File: config.mk
export PLATFORM = sky130hd
export DESIGN_NAME = cajero_param_flat
export DESIGN_NICKNAME = d
export VERILOG_FILES = /design/src/rtl/cajero_if.sv /design/src/rtl/cajero_param.sv /design/src/flat_wrapper.sv
export SDC_FILE = /design/constraint.sdc
export NUM_CORES = 1
export LEC_CHECK = 0
export ABC_CLOCK_PERIOD_IN_PS = 3800
export CAP_MARGIN = 20
export CORE_UTILIZATION = 45
export CTS_CLUSTER_DIAMETER = 100
export DETAILED_ROUTE_END_ITERATION = 6
export GPL_ROUTABILITY_DRIVEN = 0
export PLACE_DENSITY = 0.75
export SETUP_SLACK_MARGIN = 0.2
export SLEW_MARGIN = 40
export SYNTH_ARGS = -nofsm -noshare
export SYNTH_HDL_FRONTEND = slang
export SYNTH_SLANG_ARGS = --single-unit
File: constraint.sdc
create_clock -name clk -period 3.8 [get_ports clk]
set_clock_uncertainty 0.2 [all_clocks]
set_input_delay 0.76 -clock clk [delete_from_list [all_inputs] [get_ports clk]]
set_output_delay 0.76 -clock clk [all_outputs]
set_load 0.01 [all_outputs]
File: src/rtl/cajero_if.sv
// cajero_if: card/keypad front end to ATM controller signal bundle
interface cajero_if #(
    parameter int PIN_DIGITS = 4,
    parameter int MONTO_W    = 32
);
    logic                    tarjeta_recibida;
    logic [4*PIN_DIGITS-1:0] pin;
    logic [3:0]              digito;
    logic                    digito_stb;
    logic                    tipo_trans;
    logic                    tipo_stb;
    logic [MONTO_W-1:0]      monto;
    logic                    monto_stb;
    logic [MONTO_W-1:0]      balance;
    logic                    balance_actualizado;
    logic                    entregar_dinero;
    logic                    fondos_insuficientes;
    logic                    limite_excedido;
    logic                    pin_incorrecto;
    logic                    advertencia;
    logic                    bloqueo;
    logic                    timeout;
    modport master (
        output tarjeta_recibida, pin, digito, digito_stb, tipo_trans, tipo_stb, monto, monto_stb,
        input  balance, balance_actualizado, entregar_dinero, fondos_insuficientes,
               limite_excedido, pin_incorrecto, advertencia, bloqueo, timeout
    );
    modport slave (
        input  tarjeta_recibida, pin, digito, digito_stb, tipo_trans, tipo_stb, monto, monto_stb,
        output balance, balance_actualizado, entregar_dinero, fondos_insuficientes,
               limite_excedido, pin_incorrecto, advertencia, bloqueo, timeout
    );
endinterface

File: src/rtl/cajero_param.sv
// cajero_param: parametrised ATM session controller with attempt lockout, session limit and timeout
module cajero_param #(
    parameter int                 PIN_DIGITS    = 4,
    parameter int                 MAX_INTENTOS  = 3,
    parameter int                 MONTO_W       = 32,
    parameter logic [MONTO_W-1:0] BALANCE_INIT  = '0,
    parameter logic [MONTO_W-1:0] LIMITE_RETIRO = MONTO_W'(50000),
    parameter int                 TIMEOUT_CYC   = 64
) (
    input logic     clk,
    input logic     rst_n,
    cajero_if.slave bus
);
    localparam int IW = $clog2(PIN_DIGITS + 1);
    localparam int CW = $clog2(MAX_INTENTOS + 1);
    localparam int TW = $clog2(TIMEOUT_CYC + 1);
    typedef enum logic [2:0] {S_IDLE, S_PIN, S_TIPO, S_MONTO, S_FIN, S_BLOQ} state_t;
    state_t             state, state_n;
    logic [IW-1:0]      idx, idx_n;
    logic [CW-1:0]      cnt, cnt_n;
    logic [TW-1:0]      tmr, tmr_n;
    logic [MONTO_W-1:0] bal, bal_n, sess, sess_n;
    logic [MONTO_W:0]   dep, ses;
    logic               mism, mism_n, tipo, tipo_n;
    logic               upd, upd_n, ent, ent_n, fon, fon_n, lim, lim_n, bad, bad_n, tmo, tmo_n;
    logic               dstb_q, tstb_q, mstb_q;
    logic               d_e, t_e, m_e, any_e, act, card_out, last, mis, to_hit;
    assign d_e      = bus.digito_stb & ~dstb_q;
    assign t_e      = bus.tipo_stb & ~tstb_q;
    assign m_e      = bus.monto_stb & ~mstb_q;
    assign any_e    = d_e | t_e | m_e;
    assign act      = state == S_PIN || state == S_TIPO || state == S_MONTO;
    assign card_out = (act || state == S_FIN) && !bus.tarjeta_recibida;
    assign to_hit   = act && !any_e && tmr == TW'(TIMEOUT_CYC - 1);
    assign last     = idx == IW'(PIN_DIGITS - 1);
    assign mis      = mism | (bus.digito != bus.pin[{idx, 2'b00} +: 4]);
    assign dep      = {1'b0, bal} + {1'b0, bus.monto};
    assign ses      = {1'b0, sess} + {1'b0, bus.monto};
    assign bus.balance              = bal;
    assign bus.balance_actualizado  = upd;
    assign bus.entregar_dinero      = ent;
    assign bus.fondos_insuficientes = fon;
    assign bus.limite_excedido      = lim;
    assign bus.pin_incorrecto       = bad;
    assign bus.timeout              = tmo;
    assign bus.advertencia          = cnt == CW'(MAX_INTENTOS - 1);
    assign bus.bloqueo              = state == S_BLOQ;
    // State and datapath registers; strobe history kept for edge detection
    always_ff @(posedge clk or negedge rst_n) begin
        if (!rst_n) begin
            state <= S_IDLE;
            {idx, cnt, tmr, sess} <= '0;
            bal <= BALANCE_INIT;
            {mism, tipo, upd, ent, fon, lim, bad, tmo} <= '0;
            {dstb_q, tstb_q, mstb_q} <= '0;
        end else begin
            state <= state_n;
            {idx, cnt, tmr, sess, bal} <= {idx_n, cnt_n, tmr_n, sess_n, bal_n};
            {mism, tipo, upd, ent, fon, lim, bad, tmo} <= {mism_n, tipo_n, upd_n, ent_n, fon_n, lim_n, bad_n, tmo_n};
            {dstb_q, tstb_q, mstb_q} <= {bus.digito_stb, bus.tipo_stb, bus.monto_stb};
        end
    end
    // Next state: card removal beats timeout, timeout beats nothing since it needs an idle cycle
    always_comb begin
        state_n = state;
        if (card_out) state_n = S_IDLE;
        else if (to_hit) state_n = S_FIN;
        else
            case (state)
                S_IDLE:  state_n = bus.tarjeta_recibida ? S_PIN : S_IDLE;
                S_PIN:   state_n = !(d_e && last) ? S_PIN : !mis ? S_TIPO :
                                   cnt == CW'(MAX_INTENTOS - 1) ? S_BLOQ : S_PIN;
                S_TIPO:  state_n = t_e ? S_MONTO : S_TIPO;
                S_MONTO: state_n = m_e ? S_TIPO : S_MONTO;
                default: state_n = state;
            endcase
    end
    // Datapath updates and result pulses; rejected requests leave balance and session total alone
    always_comb begin
        idx_n  = idx;
        mism_n = mism;
        cnt_n  = cnt;
        tipo_n = tipo;
        bal_n  = bal;
        sess_n = state == S_IDLE ? '0 : sess;
        tmr_n  = act && !any_e ? tmr + TW'(1) : '0;
        {upd_n, ent_n, fon_n, lim_n, bad_n} = '0;
        tmo_n  = to_hit && !card_out;
        if (state == S_IDLE) begin
            idx_n  = '0;
            mism_n = 1'b0;
        end else if (!card_out) begin
            if (state == S_PIN && d_e) begin
                idx_n  = last ? '0 : idx + IW'(1);
                mism_n = last ? 1'b0 : mis;
                cnt_n  = !last ? cnt : mis ? cnt + CW'(1) : '0;
                bad_n  = last && mis;
            end
            if (state == S_TIPO && t_e) tipo_n = bus.tipo_trans;
            if (state == S_MONTO && m_e) begin
                if (!tipo) begin
                    lim_n = dep[MONTO_W];
                    upd_n = !dep[MONTO_W];
                    bal_n = dep[MONTO_W] ? bal : dep[MONTO_W-1:0];
                end else begin
                    fon_n  = bus.monto > bal;
                    lim_n  = !fon_n && ses > {1'b0, LIMITE_RETIRO};
                    upd_n  = !fon_n && !lim_n;
                    ent_n  = upd_n;
                    bal_n  = upd_n ? bal - bus.monto : bal;
                    sess_n = upd_n ? ses[MONTO_W-1:0] : sess;
                end
            end
        end
    end
endmodule
File: src/flat_wrapper.sv
// flat-port wrapper written by rule: the top's interface ports become plain ports
module cajero_param_flat 
#(
    parameter int                 PIN_DIGITS    = 4,
    parameter int                 MAX_INTENTOS  = 3,
    parameter int                 MONTO_W       = 32,
    parameter logic [MONTO_W-1:0] BALANCE_INIT  = '0,
    parameter logic [MONTO_W-1:0] LIMITE_RETIRO = MONTO_W'(50000),
    parameter int                 TIMEOUT_CYC   = 64
)
  (clk, rst_n, bus_tarjeta_recibida, bus_pin, bus_digito, bus_digito_stb, bus_tipo_trans, bus_tipo_stb, bus_monto, bus_monto_stb, bus_balance, bus_balance_actualizado, bus_entregar_dinero, bus_fondos_insuficientes, bus_limite_excedido, bus_pin_incorrecto, bus_advertencia, bus_bloqueo, bus_timeout);
  cajero_if #(.PIN_DIGITS(PIN_DIGITS), .MONTO_W(MONTO_W)) bus_i ();
  input logic clk;
  input logic rst_n;
  input wire logic [$bits(bus_i.tarjeta_recibida)-1:0] bus_tarjeta_recibida;
  input wire logic [$bits(bus_i.pin)-1:0] bus_pin;
  input wire logic [$bits(bus_i.digito)-1:0] bus_digito;
  input wire logic [$bits(bus_i.digito_stb)-1:0] bus_digito_stb;
  input wire logic [$bits(bus_i.tipo_trans)-1:0] bus_tipo_trans;
  input wire logic [$bits(bus_i.tipo_stb)-1:0] bus_tipo_stb;
  input wire logic [$bits(bus_i.monto)-1:0] bus_monto;
  input wire logic [$bits(bus_i.monto_stb)-1:0] bus_monto_stb;
  output wire logic [$bits(bus_i.balance)-1:0] bus_balance;
  output wire logic [$bits(bus_i.balance_actualizado)-1:0] bus_balance_actualizado;
  output wire logic [$bits(bus_i.entregar_dinero)-1:0] bus_entregar_dinero;
  output wire logic [$bits(bus_i.fondos_insuficientes)-1:0] bus_fondos_insuficientes;
  output wire logic [$bits(bus_i.limite_excedido)-1:0] bus_limite_excedido;
  output wire logic [$bits(bus_i.pin_incorrecto)-1:0] bus_pin_incorrecto;
  output wire logic [$bits(bus_i.advertencia)-1:0] bus_advertencia;
  output wire logic [$bits(bus_i.bloqueo)-1:0] bus_bloqueo;
  output wire logic [$bits(bus_i.timeout)-1:0] bus_timeout;
  assign bus_i.tarjeta_recibida = bus_tarjeta_recibida;
  assign bus_i.pin = bus_pin;
  assign bus_i.digito = bus_digito;
  assign bus_i.digito_stb = bus_digito_stb;
  assign bus_i.tipo_trans = bus_tipo_trans;
  assign bus_i.tipo_stb = bus_tipo_stb;
  assign bus_i.monto = bus_monto;
  assign bus_i.monto_stb = bus_monto_stb;
  assign bus_balance = bus_i.balance;
  assign bus_balance_actualizado = bus_i.balance_actualizado;
  assign bus_entregar_dinero = bus_i.entregar_dinero;
  assign bus_fondos_insuficientes = bus_i.fondos_insuficientes;
  assign bus_limite_excedido = bus_i.limite_excedido;
  assign bus_pin_incorrecto = bus_i.pin_incorrecto;
  assign bus_advertencia = bus_i.advertencia;
  assign bus_bloqueo = bus_i.bloqueo;
  assign bus_timeout = bus_i.timeout;
  cajero_param #(.PIN_DIGITS(PIN_DIGITS), .MAX_INTENTOS(MAX_INTENTOS), .MONTO_W(MONTO_W), .BALANCE_INIT(BALANCE_INIT), .LIMITE_RETIRO(LIMITE_RETIRO), .TIMEOUT_CYC(TIMEOUT_CYC)) u_core (.clk(clk), .rst_n(rst_n), .bus(bus_i));
endmodule
* After elaboration in Yosys (flattened, before gate mapping)
Index checks and enable logic that the tools add are counted.
Widths: inputs -> output; s select.
** Word-level totals
- Flip-flop bits (word level) :: 90
- Input port bits :: 59
- Output and inout port bits :: 40
- Word-level logic and storage cells :: 124
** Operators by class
- $add $sub $neg :: 6
- Order comparisons :: 2
- Equal/unequal tests :: 13
- Shifts and indexed selects :: 1
- Muxes and demuxes :: 47
- Bitwise operators :: 11
- Reduce and logical (&&, ||, !) cells :: 27
** Operators by type and width (count)
- $mux 32 :: 9
- $add 32x32->33 :: 2
- $gt 33x16->1 const B :: 1
- $gt 32x32->1 :: 1
- $sub 32x32->32 :: 1
- $mux 3 :: 9
- $mux 1 :: 26
- $shiftx 16x6->4 :: 1
- $pmux 3 s4 :: 1
- $logic_and 1x1->1 :: 11
- $eq 3x2->1 const B :: 3
- $add 7x1->7 const B :: 1
- $eq 7x6->1 const B :: 1
- $mux 7 :: 1
- $eq 3x3->1 const B :: 2
- $logic_not 1->1 :: 6
- $ne 2x2->1 const B :: 3
- $reduce_bool 6->1 :: 1
- $ne 5x5->1 const B :: 1
- $not 1->1 :: 5
- $reduce_and 5->1 :: 1
- $ne 4x4->1 :: 1
- $reduce_and 4->1 :: 1
- $add 3x1->3 const B :: 1
- other kinds (11) :: 17

* Depth between registers and ports, before layout
Gate-level depths: netlist (run 1).
- Depth after elaboration :: 10
- Gate-level depth with buffers :: 14

* Worst setup path after synthesis (run 1)
OpenSTA, ideal clock, no wires.
- Path kind :: input-to-reg
- Start :: in bus_monto[0]
- End :: reg u_core.bal[23] (netlist: u_core.bus.balance[23])
- Setup time :: 0.125 ns
- Arrival time :: 3.904 ns
- Required time :: 3.475 ns
- Setup slack :: -0.428 ns
- Stages :: 13
- Buffers on the path :: 1
- Path through :: ha_1 -> fa_1 -> a21oi_1 -> nor3_2 -> nor4_2 -> a21oi_1 -> or4_1 -> a21oi_1 -> nand4_1 -> nor3_2 -> a32o_2 -> buf_4 -> mux2_2
** On the way
- Longest elaborated chain between the ends :: 7
- Elaborated cells on any way between the ends :: 15
- Those cells by class :: add/sub (3); order compare (2); eq/ne (2); mux (3); reduce/logical (5)
** RTL lines
- from (decl) :: RTL line flat_wrapper.sv:21 : input wire logic [$bits(bus_i.monto)-1:0] bus_monto;
- $add 32x32->33 or $gt 32x32->1 (tied branches) :: RTL line cajero_param.sv:38, cajero_param.sv:106
- $gt 33x16->1 or $logic_not 1->1 (tied branches) :: RTL line cajero_param.sv:107, cajero_param.sv:108
- $logic_and 1x1->1 :: RTL line cajero_param.sv:107 : lim_n = !fon_n && ses > {1'b0, LIMITE_RETIRO};
- $logic_not 1->1 :: RTL line cajero_param.sv:108 : upd_n = !fon_n && !lim_n;
- $logic_and 1x1->1 :: RTL line cajero_param.sv:108
- $ne 2x2->1 (no line)
- $reduce_and 5->1 (no line)
- to (signal assigned) :: RTL line cajero_param.sv:58 : {idx, cnt, tmr, sess, bal} <= {idx_n, cnt_n, tmr_n, sess_n, bal_n};
- to (decl) :: RTL line cajero_param.sv:22 : logic [MONTO_W-1:0] bal, bal_n, sess, sess_n;
Several ways; a longest one is shown, not always the timed one. The select of a mux whose other input is x is not followed.
A chain may end at the register's enable or synchronous reset.

* Final worst setup path (run 1)
- Start :: in bus_monto[13]
- End :: reg u_core.bal[0] (netlist: u_core.bus.balance[0])
** On the way
- Longest elaborated chain between the ends :: 7
- Elaborated cells on any way between the ends :: 11
- Those cells by class :: add/sub (2); order compare (2); eq/ne (2); reduce/logical (5)
** RTL lines (RTL line)
- $add 32x32->33 or $gt 32x32->1 (tied branches) :: cajero_param.sv:38, cajero_param.sv:106
- $gt 33x16->1 or $logic_not 1->1 (tied branches) :: cajero_param.sv:107, cajero_param.sv:108
- $logic_and 1x1->1 :: cajero_param.sv:107
- $logic_not 1->1 :: cajero_param.sv:108
- $logic_and 1x1->1 :: cajero_param.sv:108
- $ne 2x2->1 (no line)
- $reduce_and 5->1 (no line) (*)
Mark *: on every way between the ends. The rest lies on a longest branch, timed or not.

==> run summary, run 1 <==
=====================================================================================
Total Routing Usage GR                                                          31.8%
Achievable Freq                                                             0.224 GHz
CTS tree                                                                        built
Fraction of met2 tracks used by global routing                                  54.4%
Gate Count Post-Synth                                                           1,175
Violations in the final reports                                          setup timing
Top FF cell, synth                                                       sky130_fd_sc_hd__dfrtp_1
Antenna diode instance count                                                        0
Worst ir drop on vdd                                                           203 µV
Ratio of total power to cell area                                          177 mW/mm²
Core area                                                                  0.0210 mm²
Detailed-router iteration count before antenna repair                               6
Number of flip-flops and latches in the synthesized netlist                        90
Sinks on Clock Net                                                                 90
Pin count of the biggest net entering global routing                               71
DIE AREA                                                                   0.0219 mm²
Number of endpoints with negative hold slack in the final report                    0
Mean number of vias per cell                                                     6.21
Most congested layer reported by global routing                                  met2
Register area share after synthesis                                             23.5%
Average wire length per cell after detail routing                             20.2 µm
Endpoint type of the worst setup path                                        register
Time the final worst path needs with I/O delays and setup                     4.46 ns
Type of the worst setup path                                             primary input to register
Global-route wire length before repair                                      55,600 µm
Fraction of final layout cells sized beyond drive strength 1                    35.2%
Later-pin clock latency in the skew report                                    0.37 ns
Area of the multi-input gates                                             0.00755 mm²
Count of cell types in the netlist                                                 92
Post-detail-place hpwl                                                      23,600 µm
Post-route setup TNS                                                        -35.76 ns
CTS Hold Bufs                                                                       0
DR iter-0 viols                                                                 1,263
Share of the cycle needed by the critical path after routing                     117%
Met1 track utilization from global routing                                      38.4%
Static leakage power                                                          6.91 nW
Slew margin rel.                                                                50.6%
Antenna violations before repair                                                    0
Signal arrival time at the worst endpoint                                     4.54 ns
Antenna-violating nets left                                                         0
Nets                                                                            1,739
Layout overhead on the synthesized area                                         51.5%
Library cell used as clock root buffer                                   sky130_fd_sc_hd__clkbuf_16
Initial core utilization                                                        45.7%
Path class of the lowest-slack min-delay path                            primary input to async pin
Count of port buffers added during placement                                       98
Result of the run                                                        finished with violations
Overall overflow remaining after global route                                       0
Unrepaired setup endpoints after global routing                                  true
Syn Area/Cell                                                                8.15 µm²
DRT Wirelength                                                              37,500 µm
Crit path setup slack, layout                                               -0.657 ns
DRC Markers                                                                         0
Clock buffers created by TritonCTS                                                  9
Pin slew with the least headroom to its limit                                0.741 ns
Synthesized netlist net count                                                   1,336
Number of warnings printed during yosys synthesis                                   0
Startpoint type of the worst setup path                                  primary input
Area of all sequential standard cells                                     0.00225 mm²
Top Ports                                                                          99
Filler cells                                                                    1,485
Clock-pin slew of the registers on the worst-case setup and hold paths        0.08 ns
Max-cap check violation count                                                       0
Final core utilization                                                          69.2%
Count of flip-flops with a built-in enable after synthesis                          0
Syn Std Cell Area                                                         0.00958 mm²
Number of pins with negative max-slew slack in the final report                     0
Via count of the first global-routing pass                                     11,205
Longest Clk Path Bufs                                                               2
Core Rows                                                                          53
Maximum fanout count along the critical path                                        8
Post-Place Setup Slack                                                       -1.16 ns
Chip Height                                                                    148 µm
GR Layer Usage met3                                                             4.81%
# H-tree levels                                                                     3
Final number of setup-violating endpoints                                          67
Synth async-reset ratio                                                          100%
Vias                                                                           11,539
Horizontal extent of the die                                                   148 µm
Data required time at the worst endpoint                                      3.88 ns
=====================================================================================
state kept, by name, indices dropped and copies added, names as in the netlist, 2 cells and up:
signal / cells
u_core.bus.balance: 32
u_core.idx: 3
u_core.cnt: 2
u_core.state: 3
u_core.sess: 32
u_core.tmr: 7
power breakdown:
part	internal (mW)	switching (mW)	leakage, nW
Sequential	0.964	0.00948	1.23
Clock	0.465	0.490	0.142
Combinational	0.306	0.335	5.53
Total	1.73	0.834	6.91
cells in the mapped netlist (9+ instances only):
cell,number,area share (%)
sky130_fd_sc_hd__nand4_1,21,1.4
sky130_fd_sc_hd__nor3_1,25,1.3
sky130_fd_sc_hd__mux2_2,31,3.6
sky130_fd_sc_hd__nor2_1,103,4.0
sky130_fd_sc_hd__a31oi_1,14,0.91
sky130_fd_sc_hd__nand2b_1,22,1.4
sky130_fd_sc_hd__clkbuf_1,36,1.4
sky130_fd_sc_hd__xnor2_1,38,3.5
sky130_fd_sc_hd__buf_2,14,0.73
sky130_fd_sc_hd__nor4_1,9,0.59
sky130_fd_sc_hd__nand3_1,24,1.3
sky130_fd_sc_hd__a21oi_1,112,5.9
sky130_fd_sc_hd__a21o_1,24,1.9
sky130_fd_sc_hd__mux2i_1,15,1.6
sky130_fd_sc_hd__and2_1,12,0.78
sky130_fd_sc_hd__ha_1,99,13
sky130_fd_sc_hd__nand2_1,80,3.1
sky130_fd_sc_hd__and3_1,9,0.59
sky130_fd_sc_hd__inv_1,81,3.2
sky130_fd_sc_hd__xor2_1,14,1.3
sky130_fd_sc_hd__nor2b_1,11,0.72
sky130_fd_sc_hd__o21bai_1,18,1.4
sky130_fd_sc_hd__a211oi_1,14,1.1
sky130_fd_sc_hd__o21ai_0,65,3.4
sky130_fd_sc_hd__o31ai_1,10,0.78
sky130_fd_sc_hd__and2_4,11,1.0
sky130_fd_sc_hd__or3_1,11,0.72
sky130_fd_sc_hd__dfrtp_1,90,24
sky130_fd_sc_hd__o211ai_1,9,0.71
layout by cell type (no fill, tap or decap), types with 8 or more instances in the layout:
| cell | instances |
|---|---|
| sky130_fd_sc_hd__nor2_1 | 102 |
| sky130_fd_sc_hd__buf_4 | 333 |
| sky130_fd_sc_hd__nor2b_1 | 11 |
| sky130_fd_sc_hd__o211ai_1 | 9 |
| sky130_fd_sc_hd__ha_1 | 74 |
| sky130_fd_sc_hd__nor4_1 | 8 |
| sky130_fd_sc_hd__nor3_1 | 24 |
| sky130_fd_sc_hd__buf_2 | 13 |
| sky130_fd_sc_hd__xor2_1 | 14 |
| sky130_fd_sc_hd__mux2_4 | 28 |
| sky130_fd_sc_hd__o21a_1 | 8 |
| sky130_fd_sc_hd__a21oi_1 | 103 |
| sky130_fd_sc_hd__o21ai_0 | 59 |
| sky130_fd_sc_hd__a31oi_1 | 12 |
| sky130_fd_sc_hd__a211oi_1 | 13 |
| sky130_fd_sc_hd__nand3_1 | 23 |
| sky130_fd_sc_hd__ha_4 | 23 |
| sky130_fd_sc_hd__nand2_1 | 73 |
| sky130_fd_sc_hd__o21bai_1 | 16 |
| sky130_fd_sc_hd__o31ai_1 | 8 |
| sky130_fd_sc_hd__nand2b_1 | 21 |
| sky130_fd_sc_hd__inv_1 | 81 |
| sky130_fd_sc_hd__or3_1 | 11 |
| sky130_fd_sc_hd__buf_6 | 10 |
| sky130_fd_sc_hd__dfrtp_1 | 90 |
| sky130_fd_sc_hd__clkbuf_16 | 9 |
| sky130_fd_sc_hd__a21o_1 | 24 |
| sky130_fd_sc_hd__mux2i_1 | 13 |
| sky130_fd_sc_hd__xnor2_1 | 36 |
| sky130_fd_sc_hd__and2_4 | 17 |
| sky130_fd_sc_hd__and3_1 | 8 |
| sky130_fd_sc_hd__clkdlybuf4s50_1 | 70 |
| sky130_fd_sc_hd__nand4_1 | 21 |
worst max-delay path: stages:
cell and delay (ns):
sky130_fd_sc_hd__buf_2 0.15, sky130_fd_sc_hd__ha_4 0.27, sky130_fd_sc_hd__a21oi_1 0.60, sky130_fd_sc_hd__o21ai_1 0.23, sky130_fd_sc_hd__or4_4 0.58, sky130_fd_sc_hd__nand3_4 0.13, sky130_fd_sc_hd__nor3b_4 0.21, sky130_fd_sc_hd__a2bb2oi_1 0.16
sky130_fd_sc_hd__nand4_1 0.16, sky130_fd_sc_hd__nor3_4 0.28, sky130_fd_sc_hd__a32o_2 0.26, sky130_fd_sc_hd__buf_12 0.12, sky130_fd_sc_hd__buf_12 0.12, sky130_fd_sc_hd__buf_12 0.14, sky130_fd_sc_hd__buf_4 0.12, sky130_fd_sc_hd__mux2i_1 0.22
logic make-up (layout without fill, tap and decap cells):
| kind of cell | count (synthesis) | count (layout) | share of synthesized area [%] |
|---|---|---|---|
| AND/OR/NAND/NOR | 377 | 377 | 20.7 |
| buffers and inverters | 141 | 549 | 6.30 |
| AO/OA/AOI/OAI | 361 | 361 | 24.8 |
| adder cells (fa/ha/maj) | 102 | 102 | 13.6 |
| XOR/XNOR | 52 | 52 | 4.75 |
| multiplexers | 52 | 52 | 6.39 |
| flip-flops | 90 | 90 | 23.5 |
layout make-up:
| class | count | area share (%) |
|---|---|---|
| clock buffers | 9 | 1.55 |
| clock inverters | 7 | 0.466 |
| inverters | 81 | 2.10 |
| multi-input cells | 944 | 52.0 |
| flip-flops and latches | 90 | 15.5 |
| well taps | 275 | 2.37 |
| repair buffers | 452 | 26.0 |
per-stage QoR:
stage / instances / power [mW] / cell area [µm²] / hold WS (ns)
floorplan: 1175 / 1.25 / 9740 / 0.255
global placement: 1793 / 1.52 / 13100 / 0.271
detailed placement: 1793 / 1.54 / 13100 / 0.281
CTS: 1847 / 2.52 / 14300 / 0.248
global route: 1858 / 2.65 / 14500 / 0.253
finish: 1858 / 2.57 / 14500 / 0.192
path summary, 6_finish.rpt:
check,from,endpoint,slack (ns),cells after the start
worst max-delay path,bus_monto[13],u_core.bus.balance[0]$_DFFE_PN0P_,-0.66,16
worst min-delay path,rst_n,u_core.sess[7]$_DFFE_PN0P_,0.19,1
worst max register to register,u_core.sess[13]$_DFFE_PN0P_,u_core.bus.balance[0]$_DFFE_PN0P_,-0.52,15
worst min register to register,u_core.tmr[0]$_DFF_PN0_,u_core.tmr[0]$_DFF_PN0_,0.30,1
max in group asynchronous,rst_n,u_core.tmr[3]$_DFF_PN0_,2.39,2
min in group clk,u_core.tmr[0]$_DFF_PN0_,u_core.tmr[0]$_DFF_PN0_,0.30,1
per-layer routing:
layer	wire, µm	share of wire (%)
met1	14300	38
met2	17600	47
met3	3290	8.8
met4	2360	6.3
met5	0	0
what timing repair did:
action / in CTS / in global routing
hold endpoints to repair: 0 / 0
resized for setup: 197 / 36
gates cloned: 3 / 0
setup endpoints to repair: 67 / 67
pin swaps: 70 / 31
buffers inserted: 35 / 11
No activity file was read; power rests on OpenSTA's default activity.
==> run 2: changes to the inputs <==
--- a/config.mk
+++ b/config.mk
@@ -11,9 +11,11 @@
 export CTS_CLUSTER_DIAMETER = 100
 export DETAILED_ROUTE_END_ITERATION = 6
 export GPL_ROUTABILITY_DRIVEN = 0
+export HOLD_SLACK_MARGIN = 0.05
 export PLACE_DENSITY = 0.75
 export SETUP_SLACK_MARGIN = 0.2
 export SLEW_MARGIN = 40
 export SYNTH_ARGS = -nofsm -noshare
 export SYNTH_HDL_FRONTEND = slang
 export SYNTH_SLANG_ARGS = --single-unit
+export TNS_END_PERCENT = 100
==> results of run 2 <==
Same layout as run 1: the final DEF is identical, and so are final timing and power.
